--- config.mk ---
export PLATFORM = sky130hd
export DESIGN_NAME = serial_word_packer
export DESIGN_NICKNAME = d
export VERILOG_FILES = /design/src/rtl/shreg_pkg.sv /design/src/rtl/word_hold_reg.sv /design/src/rtl/serial_word_packer.sv
export SDC_FILE = /design/constraint.sdc
export NUM_CORES = 1
export LEC_CHECK = 0
export CORE_AREA = 2 2 51 43
export DETAILED_ROUTE_END_ITERATION = 8
export DIE_AREA = 0 0 53 45
export PLACE_DENSITY = 0.77
export SLEW_MARGIN = 0
export SYNTH_ARGS = -nofsm -noshare
export SYNTH_HDL_FRONTEND = slang
export SYNTH_SLANG_ARGS = --single-unit
--- constraint.sdc ---
create_clock -name clk -period 4.9 [get_ports clk]
set_clock_uncertainty 0.15 [all_clocks]
set_input_delay 0.98 -clock clk [delete_from_list [all_inputs] [get_ports clk]]
set_output_delay 0.98 -clock clk [all_outputs]
set_load 0.05 [all_outputs]
--- src/rtl/shreg_pkg.sv ---
// Shared types for the universal shift register, its driver and downstream stages.
// Exposes shreg_mode_e, the mode encoding the bit producer uses (HOLD under backpressure).
package shreg_pkg;

    typedef enum logic [1:0] {
        SHREG_HOLD = 2'b00,
        SHREG_SHL  = 2'b01,
        SHREG_SHR  = 2'b10,
        SHREG_LOAD = 2'b11
    } shreg_mode_e;

endpackage

--- src/rtl/word_hold_reg.sv ---
// One-entry valid/ready holding register for packed words.
// Ports: clk, rst (async high), load/data_in (capture), out_data/out_valid/out_ready (handshake).
module word_hold_reg
    import shreg_pkg::*;
#(
    parameter int W = 8
) (
    input  logic         clk,
    input  logic         rst,
    input  logic         load,
    input  logic [W-1:0] data_in,
    output logic [W-1:0] out_data,
    output logic         out_valid,
    input  logic         out_ready
);

    localparam logic [0:0] EMPTY = 1'b0;
    localparam logic [0:0] FULL  = 1'b1;

    logic [0:0] state;

    // The packer never loads while FULL (its bit_ready blocks the last bit),
    // so load only ever happens from EMPTY or in the cycle nothing is held.
    always_ff @(posedge clk or posedge rst) begin
        if (rst) begin
            state    <= EMPTY;
            out_data <= '0;
        end else if (load) begin
            state    <= FULL;
            out_data <= data_in;
        end else if (state == FULL && out_ready) begin
            state <= EMPTY;
        end
    end

    assign out_valid = (state == FULL);

endmodule

--- src/rtl/serial_word_packer.sv ---
// Packs a serial bit stream (one bit per accepted bit_valid) into N-bit words.
// Ports: clk, rst, flush, bit_in/bit_valid/bit_ready, out_data/out_valid/out_ready, bit_cnt, err.
module serial_word_packer
    import shreg_pkg::*;
#(
    parameter int N         = 8,
    parameter bit MSB_FIRST = 1'b1
) (
    input  logic                 clk,
    input  logic                 rst,
    input  logic                 flush,
    input  logic                 bit_in,
    input  logic                 bit_valid,
    output logic                 bit_ready,
    output logic [N-1:0]         out_data,
    output logic                 out_valid,
    input  logic                 out_ready,
    output logic [$clog2(N)-1:0] bit_cnt,
    output logic                 err
);

    localparam int CW = $clog2(N);

    if (N < 2) begin : g_bad_n
        $error("serial_word_packer: N must be >= 2");
    end

    logic [N-1:0] acc;
    logic [N-1:0] shifted;
    logic         last;
    logic         accept;
    logic         complete;

    assign last      = (bit_cnt == CW'(N - 1));
    // Registered terms only, so out_ready never reaches bit_ready combinationally.
    assign bit_ready = !(last && out_valid);
    assign accept    = bit_valid && bit_ready && !flush;
    assign complete  = accept && last;

    if (MSB_FIRST) begin : g_msb
        assign shifted = {acc[N-2:0], bit_in};
    end else begin : g_lsb
        assign shifted = {bit_in, acc[N-1:1]};
    end

    always_ff @(posedge clk or posedge rst) begin
        if (rst) begin
            acc     <= '0;
            bit_cnt <= '0;
            err     <= 1'b0;
        end else if (flush) begin
            acc     <= '0;
            bit_cnt <= '0;
            err     <= 1'b0;
        end else begin
            if (accept) begin
                if (last) begin
                    acc     <= '0;
                    bit_cnt <= '0;
                end else begin
                    acc     <= shifted;
                    bit_cnt <= bit_cnt + 1'b1;
                end
            end
            // A bit offered while we are stalled is lost; remember it.
            if (bit_valid && !bit_ready) begin
                err <= 1'b1;
            end
        end
    end

    word_hold_reg #(
        .W(N)
    ) u_hold (
        .clk      (clk),
        .rst      (rst),
        .load     (complete),
        .data_in  (shifted),
        .out_data (out_data),
        .out_valid(out_valid),
        .out_ready(out_ready)
    );

endmodule

# ---- Word level (Yosys, flattened, before mapping)
# Cells that the tools add are included.
dict set report totals {
  register_bits 20
  inputBits 6
}
dict set report op_classes {
  n_addsub 1
  n_eq_ne 1
  mux 10
  reduce_logical 11
}
# op n
set op_table {}
lappend op_table {{2-to-1 mux 7 bit} 3}
lappend op_table {{2-to-1 mux 3 bit} 3}
lappend op_table {{logical AND 1 bit} 6}
lappend op_table {{nonzero test 2 bit} 3}
lappend op_table {{2-to-1 mux 1 bit} 4}
lappend op_table {{adder 3 x 1 -> 3 bit, second input constant} 1}
lappend op_table {{== test 3 bit, second input constant} 1}
lappend op_table {{zero test 1 bit} 2}

# ---- Longest topological paths before layout
# Gate-level depths: netlist of run 1.
dict set report logic_depth {
  word_depth 7
  mapped_depth 5
}

# ---- Cells and area by module
# A second synthesis of run 1 with hierarchy kept.
dict set report unflattened {
  cells_unflattened 68
  area_unflattened_um2 905.9
}
# module instances cells_each area_each_um2 seq_area_each_um2
set modules_own_cells {}
lappend modules_own_cells {serial_word_packer 1 47 533.0 275.3}
lappend modules_own_cells {word_hold_reg 1 21 372.9 225.2}

# ---- Worst setup path before layout of run 1
# Ideal clock, no wire load.
dict set report synth_path {
  path_kind {register to output}
  startpoint {reg bit_cnt[0]}
  endpoint {out bit_ready}
  arrival_ns 1.428
  slack_ns 2.342
  stages_incl_launch_ff 4
  path_cell_list {dfrtp_1 ha_1 ha_1 nand2_1}
}
dict set report synth_between {
  elab_chain_len 3
}
# element line_no
set synth_lines {}
lappend synth_lines {{start: declaration} serial_word_packer.sv:18} ;# output logic [$clog2(N)-1:0] bit_cnt,
lappend synth_lines {{start signal: assignment} serial_word_packer.sv:62} ;# bit_cnt <= bit_cnt + 1'b1;
lappend synth_lines {{== test 3 bit} serial_word_packer.sv:34} ;# assign last = (bit_cnt == CW'(N - 1));
lappend synth_lines {{logical AND 1 bit} serial_word_packer.sv:36} ;# assign bit_ready = !(last && out_valid);
lappend synth_lines {{zero test 1 bit} serial_word_packer.sv:36}
lappend synth_lines {{end: declaration} serial_word_packer.sv:14} ;# output logic bit_ready,
# Every way passes these cells.

# ---- Final worst setup path of run 1
# Same ends and word-level chain as after synthesis.

==> results of run 1 <==
## worst paths after layout
check	end	cells past startpoint
max	bit_ready	4
min	err$_DFFE_PP0P_	2
max reg2reg	u_hold.out_data[4]$_DFFE_PP0P_	5
min reg2reg	err$_DFFE_PP0P_	2
max in group asynchronous	acc[0]$_DFFE_PP0P_	2
min in group asynchronous	u_hold.out_data[2]$_DFFE_PP0P_	2
## sequential cells by signal, indices dropped and copies added, names as in the netlist
| name | flops |
|---|---|
| acc | 7 |
| bit_cnt | 3 |
| err | 1 |
| u_hold.out_data | 8 |
| u_hold.out_valid | 1 |
## power by group
group	switching, mW	internal [mW]	total (mW)
clock	0.0467	0.0453	0.0919
combinational	0.0159	0.0112	0.0271
sequential	0.00196	0.167	0.169
## synth_stat cells
cell type and instances:
dfrtp_1 20, or2_2 1, o32ai_1 2, buf_6 1, mux2i_1 2, a31oi_1 1
ha_1 2, mux2_4 8, o22ai_1 6, inv_1 4, nand2b_1 12, nor2_1 1
nand2_1 1, clkbuf_1 2, nor4bb_2 1, a21boi_2 1, a21o_2 1
## placed cells by master (no fill, tap or decap)
cell type | Yosys | layout
nor2_1 | 1 | 1
o32ai_1 | 2 | 2
clkbuf_4 | 0 | 3
a21boi_2 | 1 | 1
o22ai_1 | 6 | 6
mux2i_1 | 2 | 2
mux2_4 | 8 | 8
ha_1 | 2 | 2
buf_4 | 0 | 1
clkdlybuf4s50_1 | 0 | 19
a31oi_1 | 1 | 1
nand2_1 | 1 | 1
clkbuf_8 | 0 | 1
or2_2 | 1 | 1
inv_1 | 4 | 4
nand2b_1 | 12 | 12
a21o_2 | 1 | 1
nor4bb_2 | 1 | 1
dfrtp_1 | 20 | 20
## cells by family after synthesis
logic type,share of synthesized area (%)
and+or+nand+nor,11.9
DFF,56.5
adders and majority gates,2.82
buffers and inverters,3.81
AOI/OAI and AO/OA,9.18
muxes,15.8
## final cells by class
type | count | area share, %
tap | 24 | 2.65
clock buffer | 4 | 3.21
sequential | 20 | 44.2
timing repair buffer | 20 | 17.5
inverter | 4 | 1.33
multi-input combinational | 39 | 31.1
## metal layers
layer  vias up  track usage [%]
li1        273                -
met1       283             19.6
met2        14             26.0
met3         2             6.29
met4         0             1.54
met5         -                0
## critical path: cells and delay by family (launching register included)
kind / cells / cell delay [ns]
adders and majority gates: 2 / 0.45
DFF: 1 / 0.43
and+or+nand+nor: 1 / 0.08
buffers and inverters: 1 / 0.79
==> summary.txt, run 1 <==
Clock network
  • Sinks on the clock net: 20
  • TritonCTS clock tree: yes
  • Clock-pin slew on the worst setup and hold paths: ~0.10 ns
  • Number of levels the H-tree was split into: 1
  • Clock buffers created by TritonCTS: 3
  • Max Buffers Root-to-Sink: 2
  • Worst-Skew Late Latency: 0.29 ns
  • Number of buffers added for setup after CTS: 0
  • Number of hold buffers added after cts: 0
  • Resize count post-CTS: 0
  • CTS root buf: clkbuf_4

Global routing
  • Pin count of the biggest net entering global routing: 21
  • Global-route total usage across every layer: 15.5%
  • First-pass GRT wire length: ~2.6 mm
  • Vias in the first global route: 585
  • Sum of overflow across all layers after global routing: 0
  • Antenna violations before repair: 0

Drt
  • First-pass iteration count of the detailed router: 4
  • Post-detailed-route DRC marker count: 0
  • Via Count: 572
  • Met3 Routed Length: 89 µm
  • Mean number of vias per cell: 5.15
  • Detail-routed net length per standard cell: 13.5 µm
  • DRT met1 WL: 658 µm
  • Uppermost layer routed: met4
  • Detailed Route Iter0 Violations: 1
  • Routed wire length: 1.50 mm
  • Met2 routed wirelength: 739 µm
  • Antenna-violating nets left: 0

Timing
  • Transition at the pin with the smallest max-transition slack: 0.742 ns
  • Max frequency: 0.315 GHz
  • Final worst slack: roughly 1.7 ns
  • Post-layout minimum cycle time: around 3.2 ns
  • Final Slew Violations: 0
  • Period utilisation layout: 64.7%
  • Setup-failing EPs final: 0
  • Final hold violations: 0
  • Slew headroom: 50.5%
  • Setup tns final: 0 ns
  • Worst slack on hold paths: 0.369 ns
  • Unrepaired setup endpoints after global routing: false

Critical path
  • Endpoint arrival time on the critical path: 2.04 ns
  • Critical Path, Cell by Cell: ha_1 > ha_1 > nand2_1 > clkdlybuf4s50_1
  • Worst-path cell with the longest stage delay: clkdlybuf4s50_1
  • Slowest Stage Delay on Critical Path: 0.79 ns
  • Critical Path Sink Type: output pin
  • Worst path required time: 3.77 ns
  • Critical register-to-register path startpoint: bit_cnt[0]$_DFFE_PP0P_
  • Minimum setup slack among reg-to-reg paths: between 3 and 4 ns
  • Critical Path Most Common Cell: ha_1
  • Category of the critical setup timing path: flip-flop to output pin
  • Kind of start point of the critical path: flip-flop
  • CP Max Fanout: 5
  • Launching element of the worst setup path: bit_cnt[0]$_DFFE_PP0P_

Job
  • Number of max-capacitance violations reported: 0

Logic synthesis
  • Count of distinct cell types in the synthesized netlist: 17
  • Gate Count Post-Synth: 66
  • Total standard cell area after synthesis: 886 µm²
  • Number of nets in the synthesized netlist: 74
  • Share of the synthesized area in the top cell type: 56.5%
  • Register bit count reported by yosys: 20
  • Cell accounting for the most synthesized area: dfrtp_1
  • Count of yosys warnings during synthesis: 0
  • Mapped Avg Cell Area: 13.4 µm²
  • Top cells by area in the synthesized netlist: dfrtp_1, mux2_4, nand2b_1
  • Part of the Yosys area used for sequential elements: 56.5%

Floorplanning
  • Height of the chip: around 45 µm
  • Effective utilization at floorplan: between 40% and 50%
  • Core outline area: 0.00184 mm²
  • Number of top-level pins: 20
  • Cell Rows: 14
  • Width of the die: roughly 53 µm
  • Die area: 0.00239 mm²

Min path
  • Class of the tightest hold or removal check: flip-flop to flip-flop
  • Startpoint of the tightest hold check path: err$_DFFE_PP0P_

Cells and area
  • Fraction of final layout cells sized beyond drive strength 1: 19.5%
  • Layout filler cell count: between 150 and 200
  • Final cell area excluding filler cells: 0.00113 mm²
  • Count of non-filler cells in the finished layout: 111
  • Utilization after layout: about 60%
  • Area occupied by multi-input gates: 352 µm²
  • # diodes: 0
  • Layout Area Growth over Synthesis: 27.7%
  • Layout Nets: 96
  • Sequential cell area: 500 µm²

Pwr
  • Worst VDD drop: 0.186 mV
  • Static Leak: 0.517 nW
  • Post-layout power: 0.288 mW
  • Ratio of total power to cell area: 255 mW/mm²

Place
  • Half-perimeter wire length after placement: 1.07 mm
  • Worst setup timing slack at the placement stage: approximately 2 ns
  • Instance area at placement: 0.00109 mm²
  • Weighted congestion at the end of routability-driven global placement: 0.714
  • Count of placed standard cells including taps: 107
  • Port Buffers: 19

Outcome
  • Status: finished, final reports clean
No activity file was read; power rests on OpenSTA's default activity.
==> run 2, diff against run 1 <==
Settings changed: CORE_AREA 2 2 51 43 to 2 2 54 46, DIE_AREA 0 0 53 45 to 0 0 56 48, PLACE_DENSITY 0.77 to 0.72.
Clock period 4.9 ns to 2.9 ns, I/O delays scaled along.
==> summary.txt, run 2 (synthesis results as in run 1) <==
Timing
  • Setup tns final: 0 ns (unchanged)
  • Unrepaired setup endpoints after global routing: false (unchanged)
  • Final hold violations: 0 (unchanged)
  • Slew headroom: 50.9% (was 50.5%)
  • Post-layout minimum cycle time: 2.80 ns
  • Setup-failing EPs final: 0 (unchanged)
  • Transition at the pin with the smallest max-transition slack: 0.736 ns (was 0.742 ns)
  • Period utilisation layout: 96.5%
  • Worst slack on hold paths: 0.368 ns (was 0.369 ns)
  • Max frequency: approximately 0.36 GHz
  • Final Slew Violations: 0 (unchanged)

Cells and area
  • Layout filler cell count: 197 (was 155)
  • Fraction of final layout cells sized beyond drive strength 1: 20.5% (was 19.5%)
  • Layout Area Growth over Synthesis: 30.5% (was 27.7%)
  • Biggest registers after layout: u_hold.out_data x8, acc x7, bit_cnt x3 (unchanged)
  • Highest-count cells in the layout ignoring fill and taps: dfrtp_1, clkdlybuf4s50_1, nand2b_1 (unchanged)
  • # diodes: 0 (unchanged)
  • Most common cell after layout, fill and taps aside: dfrtp_1 (unchanged)
  • Final cell area excluding filler cells: 0.00116 mm² (was 0.00113 mm²)
  • Largest register by flop count: u_hold.out_data (unchanged)
  • Layout Nets: 97 (was 96)
  • Flip-flop count of the largest register after layout: 8 (unchanged)

Place
  • Weighted congestion at the end of routability-driven global placement: 0.704 (was 0.714)
  • Half-perimeter wire length after placement: 1.08 mm (was 1.07 mm)
  • Instance area at placement: 0.00110 mm² (was 0.00109 mm²)
  • Port Buffers: 19 (unchanged)

Drt
  • Mean number of vias per cell: 5.02 (was 5.15)
  • Antenna-violating nets left: 0 (unchanged)
  • Routed wire length: 1.55 mm (was 1.50 mm)
  • Detailed Route Iter0 Violations: 4 (was 1)
  • Post-detailed-route DRC marker count: 0 (unchanged)
  • Detail-routed net length per standard cell: 13.7 µm (was 13.5 µm)
  • First-pass iteration count of the detailed router: 4 (unchanged)
  • Via Count: 567 (was 572)

Global routing
  • Antenna violations before repair: 0 (unchanged)
  • Global-route total usage across every layer: 13.1% (was 15.5%)
  • Vias in the first global route: 548 (was 585)
  • Sum of overflow across all layers after global routing: 0 (unchanged)
  • First-pass GRT wire length: 2.57 mm (was 2.63 mm)
  • Pin count of the biggest net entering global routing: 21 (unchanged)

Critical path
  • CP Max Fanout: 5 (unchanged)
  • Minimum setup slack among reg-to-reg paths: 1.05 ns (was 3.05 ns)
  • Worst path required time: 2.17 ns (was 3.77 ns)
  • Category of the critical setup timing path: flip-flop to output pin (unchanged)
  • Critical Path Sink Type: output pin (unchanged)
  • Endpoint arrival time on the critical path: 2.07 ns (was 2.04 ns)
  • Kind of start point of the critical path: flip-flop (unchanged)

Clock network
  • Number of levels the H-tree was split into: 1 (unchanged)
  • Clock-pin slew on the worst setup and hold paths: 0.12 ns (was 0.10 ns)
  • Number of buffers added for setup after CTS: 0 (unchanged)
  • Resize count post-CTS: 0 (unchanged)
  • TritonCTS clock tree: yes (unchanged)
  • Max Buffers Root-to-Sink: 2 (unchanged)
  • Number of hold buffers added after cts: 0 (unchanged)
  • Clock buffers created by TritonCTS: 3 (unchanged)
  • Worst-Skew Late Latency: 0.30 ns (was 0.29 ns)
  • Sinks on the clock net: 20 (unchanged)
  • CTS root buf: clkbuf_4 (unchanged)

Floorplanning
  • Core outline area: 0.00210 mm² (was 0.00184 mm²)
  • Width of the die: 56 µm (was 53 µm)
  • Height of the chip: 48 µm (was 45 µm)
  • Cell Rows: 15 (was 14)
  • Number of top-level pins: 20 (unchanged)
  • Effective utilization at floorplan: 42.1% (was 48.2%)
  • Die area: 0.00269 mm² (was 0.00239 mm²)

Min path
  • Class of the tightest hold or removal check: flip-flop to flip-flop (unchanged)

Pwr
  • Worst VDD drop: 0.362 mV (was 0.186 mV)
  • Ratio of total power to cell area: 488 mW/mm² (was 255 mW/mm²)
  • Static Leak: 0.529 nW (was 0.517 nW)

Outcome
  • Status: finished, final reports clean (unchanged)

Job
  • Number of max-capacitance violations reported: 0 (unchanged)
[run 2: final timing paths]
check                                  startpoint                             end  cells past startpoint
hold / removal                    err$_DFFE_PP0P_                 err$_DFFE_PP0P_                      2
setup reg to reg           bit_cnt[0]$_DFFE_PP0P_  u_hold.out_data[0]$_DFFE_PP0P_                      5
max in group asynchronous                     rst          bit_cnt[2]$_DFFE_PP0P_                      2
setup / recovery           bit_cnt[0]$_DFFE_PP0P_                       bit_ready                      4
min in group asynchronous                     rst  u_hold.out_data[2]$_DFFE_PP0P_                      2
hold reg to reg                   err$_DFFE_PP0P_                 err$_DFFE_PP0P_                      2
[run 2: where the power goes]
part,internal (mW),total (mW),switching [mW]
combinational,0.0198,0.0471,0.0273
sequential,0.283,0.286,0.00315
clock,0.140,0.231,0.0910
[run 2: area by class of cell]
cell class | count | area, µm² | area share [%]
Clock buffer | 3 | 22.5 | 1.95
Clock inverter | 1 | 30.0 | 2.60
Inverter | 4 | 15.0 | 1.30
Multi-Input combinational cell | 39 | 352 | 30.4
Sequential cell | 20 | 500 | 43.3
Tap cell | 25 | 31.3 | 2.71
Timing Repair Buffer | 21 | 205 | 17.7
[run 2: critical path, cell delays in order (launching register included)]
cell	delay (ns)
dfrtp_1	0.43
ha_1	0.21
ha_1	0.23
nand2_1	0.09
clkdlybuf4s50_1	0.80
[run 2: metrics by stage]
stage / std cells / setup WS, ns / power, mW / util [%]
3_3_place_gp: 109 / 0.478 / 0.338 / 52.5
6_report: 113 / 0.102 / 0.564 / 55.0
4_1_cts: 113 / 0.0905 / 0.571 / 55.0
3_5_place_dp: 109 / 0.456 / 0.339 / 52.5
2_1_floorplan: 66 / 0.742 / 0.320 / -
5_1_grt: 113 / 0.00621 / 0.589 / 55.0
[run 2: routing by layer]
metal	routed length (µm)	up-vias	share of wire, %	track usage, %
met3	93	2	6.0	6.22
met5	0	-	0	0
met4	8	0	0.52	2.86
met1	754	275	49	17.1
li1	-	275	-	-
met2	688	15	45	20.2
